==> config.mk <==
export PLATFORM = sky130hd
export DESIGN_NAME = imem_dmem_arbiter
export DESIGN_NICKNAME = d
export VERILOG_FILES = /design/src/rtl/imem_dmem_arb_pkg.sv /design/src/rtl/arb_prio.sv /design/src/rtl/imem_dmem_arbiter.sv
export SDC_FILE = /design/constraint.sdc
export NUM_CORES = 1
export LEC_CHECK = 0
export BUFFER_PORTS_ARGS = -buffer_cell sky130_fd_sc_hd__buf_4
export CAP_MARGIN = 15
export CORE_AREA = 4 4 112 114
export CTS_CLUSTER_SIZE = 28
export DETAILED_ROUTE_END_ITERATION = 6
export DIE_AREA = 0 0 116 118
export GPL_ROUTABILITY_DRIVEN = 0
export PLACE_DENSITY = 0.85
export SETUP_SLACK_MARGIN = 0.2
export SLEW_MARGIN = 10
export SYNTH_ARGS = -nofsm -noshare
export SYNTH_HDL_FRONTEND = slang
export SYNTH_SLANG_ARGS = --single-unit
export TNS_END_PERCENT = 50
==> constraint.sdc <==
create_clock -name clk -period 2.9 [get_ports clk]
set_input_delay 0.29 -clock clk [delete_from_list [all_inputs] [get_ports clk]]
set_output_delay 0.29 -clock clk [all_outputs]
set_load 0.005 [all_outputs]
==> src/rtl/imem_dmem_arb_pkg.sv <==
// Shared types and defaults for the unified instruction/data memory arbiter.
package imem_dmem_arb_pkg;

  localparam int DATA_W_DEF   = 32;
  localparam int MAX_DWIN_DEF = 4;

  typedef enum logic {IDLE, ACCESS} state_t;
  typedef enum logic {OWN_I, OWN_D} owner_t;

endpackage

==> src/rtl/arb_prio.sv <==
// Data-first winner select with a starvation counter that forces fetch to win
// after MAX_DWIN consecutive data grants while fetch is waiting.
module arb_prio
  import imem_dmem_arb_pkg::*;
#(
  parameter int MAX_DWIN = MAX_DWIN_DEF
) (
  input  logic clk,
  input  logic reset,
  input  logic arb_en,
  input  logic i_req,
  input  logic d_req,
  input  logic grant_fire,
  output logic sel_i,
  output logic sel_d
);

  localparam int CNT_W = 4;
  localparam logic [CNT_W-1:0] DWIN_LIM = CNT_W'(MAX_DWIN);

  logic [CNT_W-1:0] dcount;

  function automatic logic [CNT_W-1:0] sat_inc(input logic [CNT_W-1:0] v);
    return (v == DWIN_LIM) ? v : v + 1'b1;
  endfunction

  always_comb begin
    sel_d = arb_en && d_req && !(i_req && (dcount == DWIN_LIM));
    sel_i = arb_en && i_req && !sel_d;
  end

  // Only data grants that actually delay a waiting fetch count toward the limit.
  always_ff @(posedge clk or negedge reset) begin
    if (!reset) begin
      dcount <= '0;
    end else if (grant_fire && sel_d && i_req) begin
      dcount <= sat_inc(dcount);
    end else if ((grant_fire && sel_i) || (arb_en && !i_req)) begin
      dcount <= '0;
    end
  end

endmodule

==> src/rtl/imem_dmem_arbiter.sv <==
// Arbitrates fetch and load/store requests onto one single-port memory, one
// transaction at a time, and routes the response back to the owner.
module imem_dmem_arbiter
  import imem_dmem_arb_pkg::*;
#(
  parameter int DATA_W   = DATA_W_DEF,
  parameter int MAX_DWIN = MAX_DWIN_DEF
) (
  input  logic                clk,
  input  logic                reset,
  input  logic                i_req,
  input  logic [DATA_W-1:0]   i_addr,
  input  logic                i_flush,
  output logic                i_gnt,
  output logic                i_rvalid,
  output logic [DATA_W-1:0]   i_rdata,
  input  logic                d_req,
  input  logic                d_we,
  input  logic [DATA_W-1:0]   d_addr,
  input  logic [DATA_W-1:0]   d_wdata,
  input  logic [DATA_W/8-1:0] d_be,
  output logic                d_gnt,
  output logic                d_rvalid,
  output logic [DATA_W-1:0]   d_rdata,
  output logic                mem_req,
  output logic                mem_we,
  output logic [DATA_W-1:0]   mem_addr,
  output logic [DATA_W-1:0]   mem_wdata,
  output logic [DATA_W/8-1:0] mem_be,
  input  logic                mem_ack,
  input  logic [DATA_W-1:0]   mem_rdata,
  output logic                busy
);

  state_t state_q, state_d;
  owner_t owner_q;
  logic   kill_q;
  logic   arb_en, sel_i, sel_d, grant_fire, ack_fire, i_deliver;

  // Gating with reset keeps grants low while the block is held in reset.
  assign arb_en     = (state_q == IDLE) && reset;
  assign grant_fire = sel_i || sel_d;
  assign ack_fire   = (state_q == ACCESS) && mem_ack;
  assign i_deliver  = ack_fire && (owner_q == OWN_I) && !kill_q && !i_flush;

  arb_prio #(.MAX_DWIN(MAX_DWIN)) u_prio (
    .clk        (clk),
    .reset      (reset),
    .arb_en     (arb_en),
    .i_req      (i_req),
    .d_req      (d_req),
    .grant_fire (grant_fire),
    .sel_i      (sel_i),
    .sel_d      (sel_d)
  );

  always_ff @(posedge clk or negedge reset) begin
    if (!reset) state_q <= IDLE;
    else        state_q <= state_d;
  end

  always_comb begin
    state_d = state_q;
    i_gnt   = sel_i;
    d_gnt   = sel_d;
    mem_req = 1'b0;
    busy    = 1'b0;
    case (state_q)
      IDLE: begin
        if (grant_fire) state_d = ACCESS;
      end
      ACCESS: begin
        mem_req = 1'b1;
        busy    = 1'b1;
        if (mem_ack) state_d = IDLE;
      end
      default: state_d = IDLE;
    endcase
  end

  // Transaction fields are frozen at grant so the memory sees a stable request.
  always_ff @(posedge clk or negedge reset) begin
    if (!reset) begin
      owner_q   <= OWN_I;
      mem_we    <= 1'b0;
      mem_addr  <= '0;
      mem_wdata <= '0;
      mem_be    <= '0;
    end else if (grant_fire) begin
      owner_q   <= sel_d ? OWN_D : OWN_I;
      mem_we    <= sel_d && d_we;
      mem_addr  <= sel_d ? d_addr : i_addr;
      mem_wdata <= sel_d ? d_wdata : '0;
      mem_be    <= sel_d ? d_be : '1;
    end
  end

  // A flush during a fetch, including its ack cycle, makes the response stale.
  always_ff @(posedge clk or negedge reset) begin
    if (!reset) begin
      kill_q <= 1'b0;
    end else if (ack_fire) begin
      kill_q <= 1'b0;
    end else if ((state_q == ACCESS) && (owner_q == OWN_I) && i_flush) begin
      kill_q <= 1'b1;
    end
  end

  always_ff @(posedge clk or negedge reset) begin
    if (!reset) begin
      i_rvalid <= 1'b0;
      d_rvalid <= 1'b0;
      i_rdata  <= '0;
      d_rdata  <= '0;
    end else begin
      i_rvalid <= i_deliver;
      d_rvalid <= ack_fire && (owner_q == OWN_D);
      if (i_deliver) i_rdata <= mem_rdata;
      if (ack_fire && (owner_q == OWN_D) && !mem_we) d_rdata <= mem_rdata;
    end
  end

endmodule

After elaboration in Yosys (flattened, before gate mapping)
Cells that the tools add are included.
Storage, ports and cells
  word-level logic and storage cells: 60
  register bits after elaboration: 142
  output and inout port bits: 139
  bits of input ports: 139
Operators by class
  add/subtract/negate cells: 1
  multiplexer cells: 13
  equality and inequality tests: 2
  reductions and logical operators: 30
  bitwise logic cells: 2
Operators with widths (number)
  32-bit 2-to-1 mux: 2
  1-bit logical AND: 19
  4-bit 2-to-1 mux: 4
  1-bit zero test: 6
  1-bit 2-to-1 mux: 6
  4-bit by 1-bit adder with 4-bit output, second input constant: 1
  4-bit by 3-bit == test with 1-bit output, second input constant: 1
  2-bit nonzero test: 2
  1-bit logical OR: 2
  2-bit inequality test, second input constant: 1
  1-bit inverter: 2
  1-bit case mux with 2 select lines: 1
  2-bit AND reduction: 1

Logic depth before layout (Yosys ltp)
  word-level depth: 11
  depth in mapped cells: 7
  depth with buffers taken out: 6

Modules after synthesis
A second synthesis with hierarchy kept.
Unflattened totals
  cells, all modules: 411
  area, all modules: 5688.0 um^2
By module, submodules not included
  imem_dmem_arbiter: area each 5401.4 um^2, cells an instance 384, instances 1, sequential area each 3453.3 um^2
  arb_prio: area each 286.5 um^2, cells an instance 27, instances 1, sequential area each 100.1 um^2

Worst setup path before layout
Ideal clock, no wire load.
  kind: register to register
  start: register u_prio.dcount[0]
  end: register mem_addr[10]
  required time: 2.754 ns
  buffers on the path: 1
  arrival time: 1.413 ns
  library setup time: 0.146 ns
  period minus slack after synthesis: 1.559 ns
  stages on the path, launching flop included: 7
  slack: 1.341 ns
  path through: dfrtp_1 > inv_1 > ha_1 > nand3b_1 > a21boi_1 > clkbuf_1 > a221oi_1
Between the ends
  longest elaborated chain between the ends: 7
  elaborated cells between the ends (all ways): 8
  those cells by class: eq/ne: 1; mux: 1; reduce/logical: 6
Ends and longest elaborated chain
  start, declared: RTL line arb_prio.sv:21  | logic [CNT_W-1:0] dcount;
  start signal, assigned: RTL line arb_prio.sv:37  | dcount <= sat_inc(dcount);
  4-bit by 3-bit == test with 1-bit output *: RTL line arb_prio.sv:28  | sel_d = arb_en && d_req && !(i_req && (dcount == DWIN_LIM));
  1-bit logical AND *: RTL line arb_prio.sv:28
  1-bit zero test *: RTL line arb_prio.sv:28
  1-bit logical AND *: RTL line arb_prio.sv:28
  1-bit zero test: RTL line arb_prio.sv:29  | sel_i = arb_en && i_req && !sel_d;
  1-bit logical AND: RTL line arb_prio.sv:29
  1-bit logical OR: RTL line imem_dmem_arbiter.sv:42  | assign grant_fire = sel_i || sel_d;
  end signal, assigned: RTL line imem_dmem_arbiter.sv:92  | mem_addr <= sel_d ? d_addr : i_addr;
  end, declared: RTL line imem_dmem_arbiter.sv:27  | output logic [DATA_W-1:0] mem_addr,
Mark *: on every way between the ends. The rest lies on a longest branch, timed or not.
A chain may end at the register's enable or synchronous reset.

Worst setup path after layout
  start: register u_prio.dcount[0]
  end: output port d_gnt
Between the ends
  longest elaborated chain between the ends: 4
Ends and longest elaborated chain
  4-bit by 3-bit == test with 1-bit output: RTL line arb_prio.sv:28
  1-bit logical AND: RTL line arb_prio.sv:28
  1-bit zero test: RTL line arb_prio.sv:28
  1-bit logical AND: RTL line arb_prio.sv:28
  end, declared: RTL line imem_dmem_arbiter.sv:22  | output logic d_gnt,
No other way between the ends.

==> results.md <==
- CP Launch Type: flip-flop
- Lkg Pwr: 4.182 nW
- Max Fclk: 404.2 MHz
- Peak VDD IR: 0.0006919 V
- Top Layer Used: met4
- Routed wl met3: 1831 um
- CP bufs+invs: 3
- Reg clk slew, reported paths: 0.06 ns
- Yosys warning total: 0
- Layout area overhead: 49.84%
- Final Non-Filler Cells: between 800 and 900
- Async SR Flop Fraction: 1.000
- I/O pin count: roughly 280
- Row Count: 39
- Clock Power Share: 0.306
- Arr. time, crit path: 2.18 ns
- Critical path class: reg -> out
- Gr usage total: 0.2501
- Routed WL per cell: roughly 20 um
- P per Cell Area: 883.3 nW/um2
- Critical Path, Cell by Cell: inv_1 -> ha_1 -> nand4b_1 -> nand3_1 -> inv_2 -> buf_4
- Initial antenna violation count: 0
- Net Sw Frac: 0.2794
- Metal-1 WL: 6623 um
- First-pass GRT wire length: 26650 um
- Die W: 116 um
- Worst path top cell family by delay: buffers and inverters
- Skew final: 0.006454 ns
- NumNets Final: 862
- Synth Area in XOR/XNOR: 0
- Initial drt markers: 347
- Multiplexer share of the synthesized area: 0.1261
- Post-route minimum period: 2.474 ns
- Crit. End Element: output port
- RSZ-0062 raised after global routing: no
- Seq pwr share: 0.408
- Total core area: around 11000 um2
- Post-Place Cells: 842
- Diode count: 0
- Tcrit/Tclk final: 0.8532
- Clock sinks: 142
- TritonCTS clock tree: built
- Met2 routed WL: between 8000 and 9000 um
- Post_cts resized: 0
- Worst Path Required: 2.61 ns
- Synth Area in Adders: 0.004379
- Filler cells: 732
- Yosys reg bits: 142
- Post-synth EDFFs: 0
- Top FF cell, synth: dfrtp_1
- Vias per cell: 5.629
- Vias in the first global route: 5008
- Slew margin rel.: 0.4923
- Final Hold Viols: 0
- Detail Placement HPWL: between 10000 and 15000 um
- Largest family of logic cells by synthesized area: compound AO/OA/AOI/OAI gates
- Clock buffer depth: 2
- Max_cap viols: 0
- Worst stage delay on the critical path: 0.52 ns
- DRT Pass-1 Iters: 5
- Root buffer cell: clkbuf_16
- CTS buffer count: 17
- Clock Latency Late Sink: 0.41 ns
- Most frequent cells in the layout: 285 x buf_4, 142 x dfrtp_1, 64 x nor2_1, 50 x mux2_1, 34 x a21oi_1
- Cells after synthesis: 449
- Final ANT Viol Nets: 0
- Post-synthesis cell area: roughly 5700 um2
- Setup violators final: 0
- Compound-Gate Fraction of Synth Area: 0.1452
- Outcome: finished, final reports clean
- Distinct cell type count of the synthesized netlist: 31
- Worst-path maximum fanout: 35
- Internal Power: about 5.4 mW
- Post-Synth Simple-Gate Area: 0.06722
- Height of the die: 118 um
- Most common cell after layout, fill and taps aside: buf_4
- Via count: approximately 5000
- Die area: approximately 14000 um2
- Min-delay worst type: in -> reg
- Actual slew at the worst max-slew pin: about 0.76 ns
- H-tree levels: 4
- GRT overflow: 0
- Post-Route Setup TNS: 0 ns
- DRC: 0
- Slowest CP cell: inv_2
- WL final: between 15000 and 20000 um
- Port Buffers: roughly 280
- Gate power share: 0.286
- Initial core utilization: 0.5004
- Share of layout cells above drive strength 1: 0.4632
- Seq/Total Area, Yosys: 0.6219
- Syn nets: 590
- Switch Pwr: roughly 2.1 mW
- Final Slew Violations: 0
- Post-Syn Area per Cell: 12.73 um2
- Largest net degree at the start of global routing: 92
[cell families (layout without fill, tap and decap cells)]
group                      Yosys count  in the layout
DFF                                142            142
buffers and inverters               42            327
AOI/OAI and AO/OA                  111            111
and+or+nand+nor                     88             88
adders and majority gates            2              2
muxes                               64             64
[final timing paths]
kind	from	end	slack, ns	depth (start not counted)
max	u_prio.dcount[0]	d_gnt	0.43	6
max reg2reg	u_prio.dcount[0]	mem_addr[21]	0.81	6
min reg2reg	i_rdata[3]	i_rdata[3]	0.49	1
min in group asynchronous	reset	mem_wdata[14]	0.52	3
min	mem_ack	kill_q	0.08	2
max in group asynchronous	reset	i_rdata[19]	1.77	4
[final cells by class]
cell class / count / area, um2 / share of cell area
clock buffers: 17 / 425.4 / 0.04969
clock inverters: 15 / 210.2 / 0.02455
inverters: 6 / 22.52 / 0.002630
multi-input cells: 265 / 1968 / 0.2299
flip-flops and latches: 142 / 3553 / 0.4150
well taps: 143 / 178.9 / 0.02090
repair buffers: 289 / 2203 / 0.2573
[power by group through the flow]
| stage | Combinational [mW] | Clock (mW) | Sequential [mW] |
|---|---|---|---|
| floorplan | 0.686 | 0 | 3.07 |
| global placement | 2.10 | 0 | 3.06 |
| detailed placement | 2.18 | 0 | 3.09 |
| CTS | 2.19 | 2.35 | 3.09 |
| global route | 2.36 | 2.45 | 3.15 |
| finish | 2.16 | 2.31 | 3.09 |
[flip-flops by register name, indices dropped and copies added (netlist names)]
signal,flops
mem_we,1
mem_wdata,32
i_rdata,32
state_q,1
d_rvalid,1
i_rvalid,1
d_rdata,32
owner_q,1
mem_be,4
mem_addr,32
u_prio.dcount,4
kill_q,1
[Yosys cell counts, drive strengths merged, types with 2 or more instances]
master | instances | area [um2]
dfrtp | 142 | 3553
mux2 | 64 | 720.7
nor2 | 64 | 240.2
a21oi | 34 | 170.2
a22o | 33 | 289.0
a221oi | 32 | 280.3
buf | 21 | 122.6
clkbuf | 15 | 56.30
nand2 | 8 | 30.03
inv | 6 | 22.52
nand3 | 4 | 20.02
o22a | 4 | 35.03
and2 | 3 | 18.77
ha | 2 | 25.02
nand2b | 2 | 12.51
o21ai | 2 | 10.01
o311ai | 2 | 17.52
[what timing repair did]
item | CTS | global route
hold buffers | 0 | 1
buffers inserted | 0 | 0
setup endpoints to repair | 0 | 0
endpoints found under the hold margin | 0 | 21
[per-layer routing]
metal  vias up  track usage
li1       2177            -
met1      2395       0.3125
met2       321       0.4050
met3        44      0.08226
met4         0      0.08774
met5         -            0
[metrics by stage]
stage	hold slack [ns]	utilization	area, um2	setup slack, ns	power [mW]
finish	0.08318	0.7498	8562	0.4258	7.563
global route	0.07693	0.7498	8562	0.2319	7.956
CTS	0.02730	0.7452	8509	0.4184	7.627
detailed placement	0.4579	0.6896	7874	0.7326	5.276
global placement	0.4446	0.6896	7874	0.8840	5.154
floorplan	-0.005591	-	5714	1.341	3.757
Note: power is estimated with default switching activity, not from simulation.
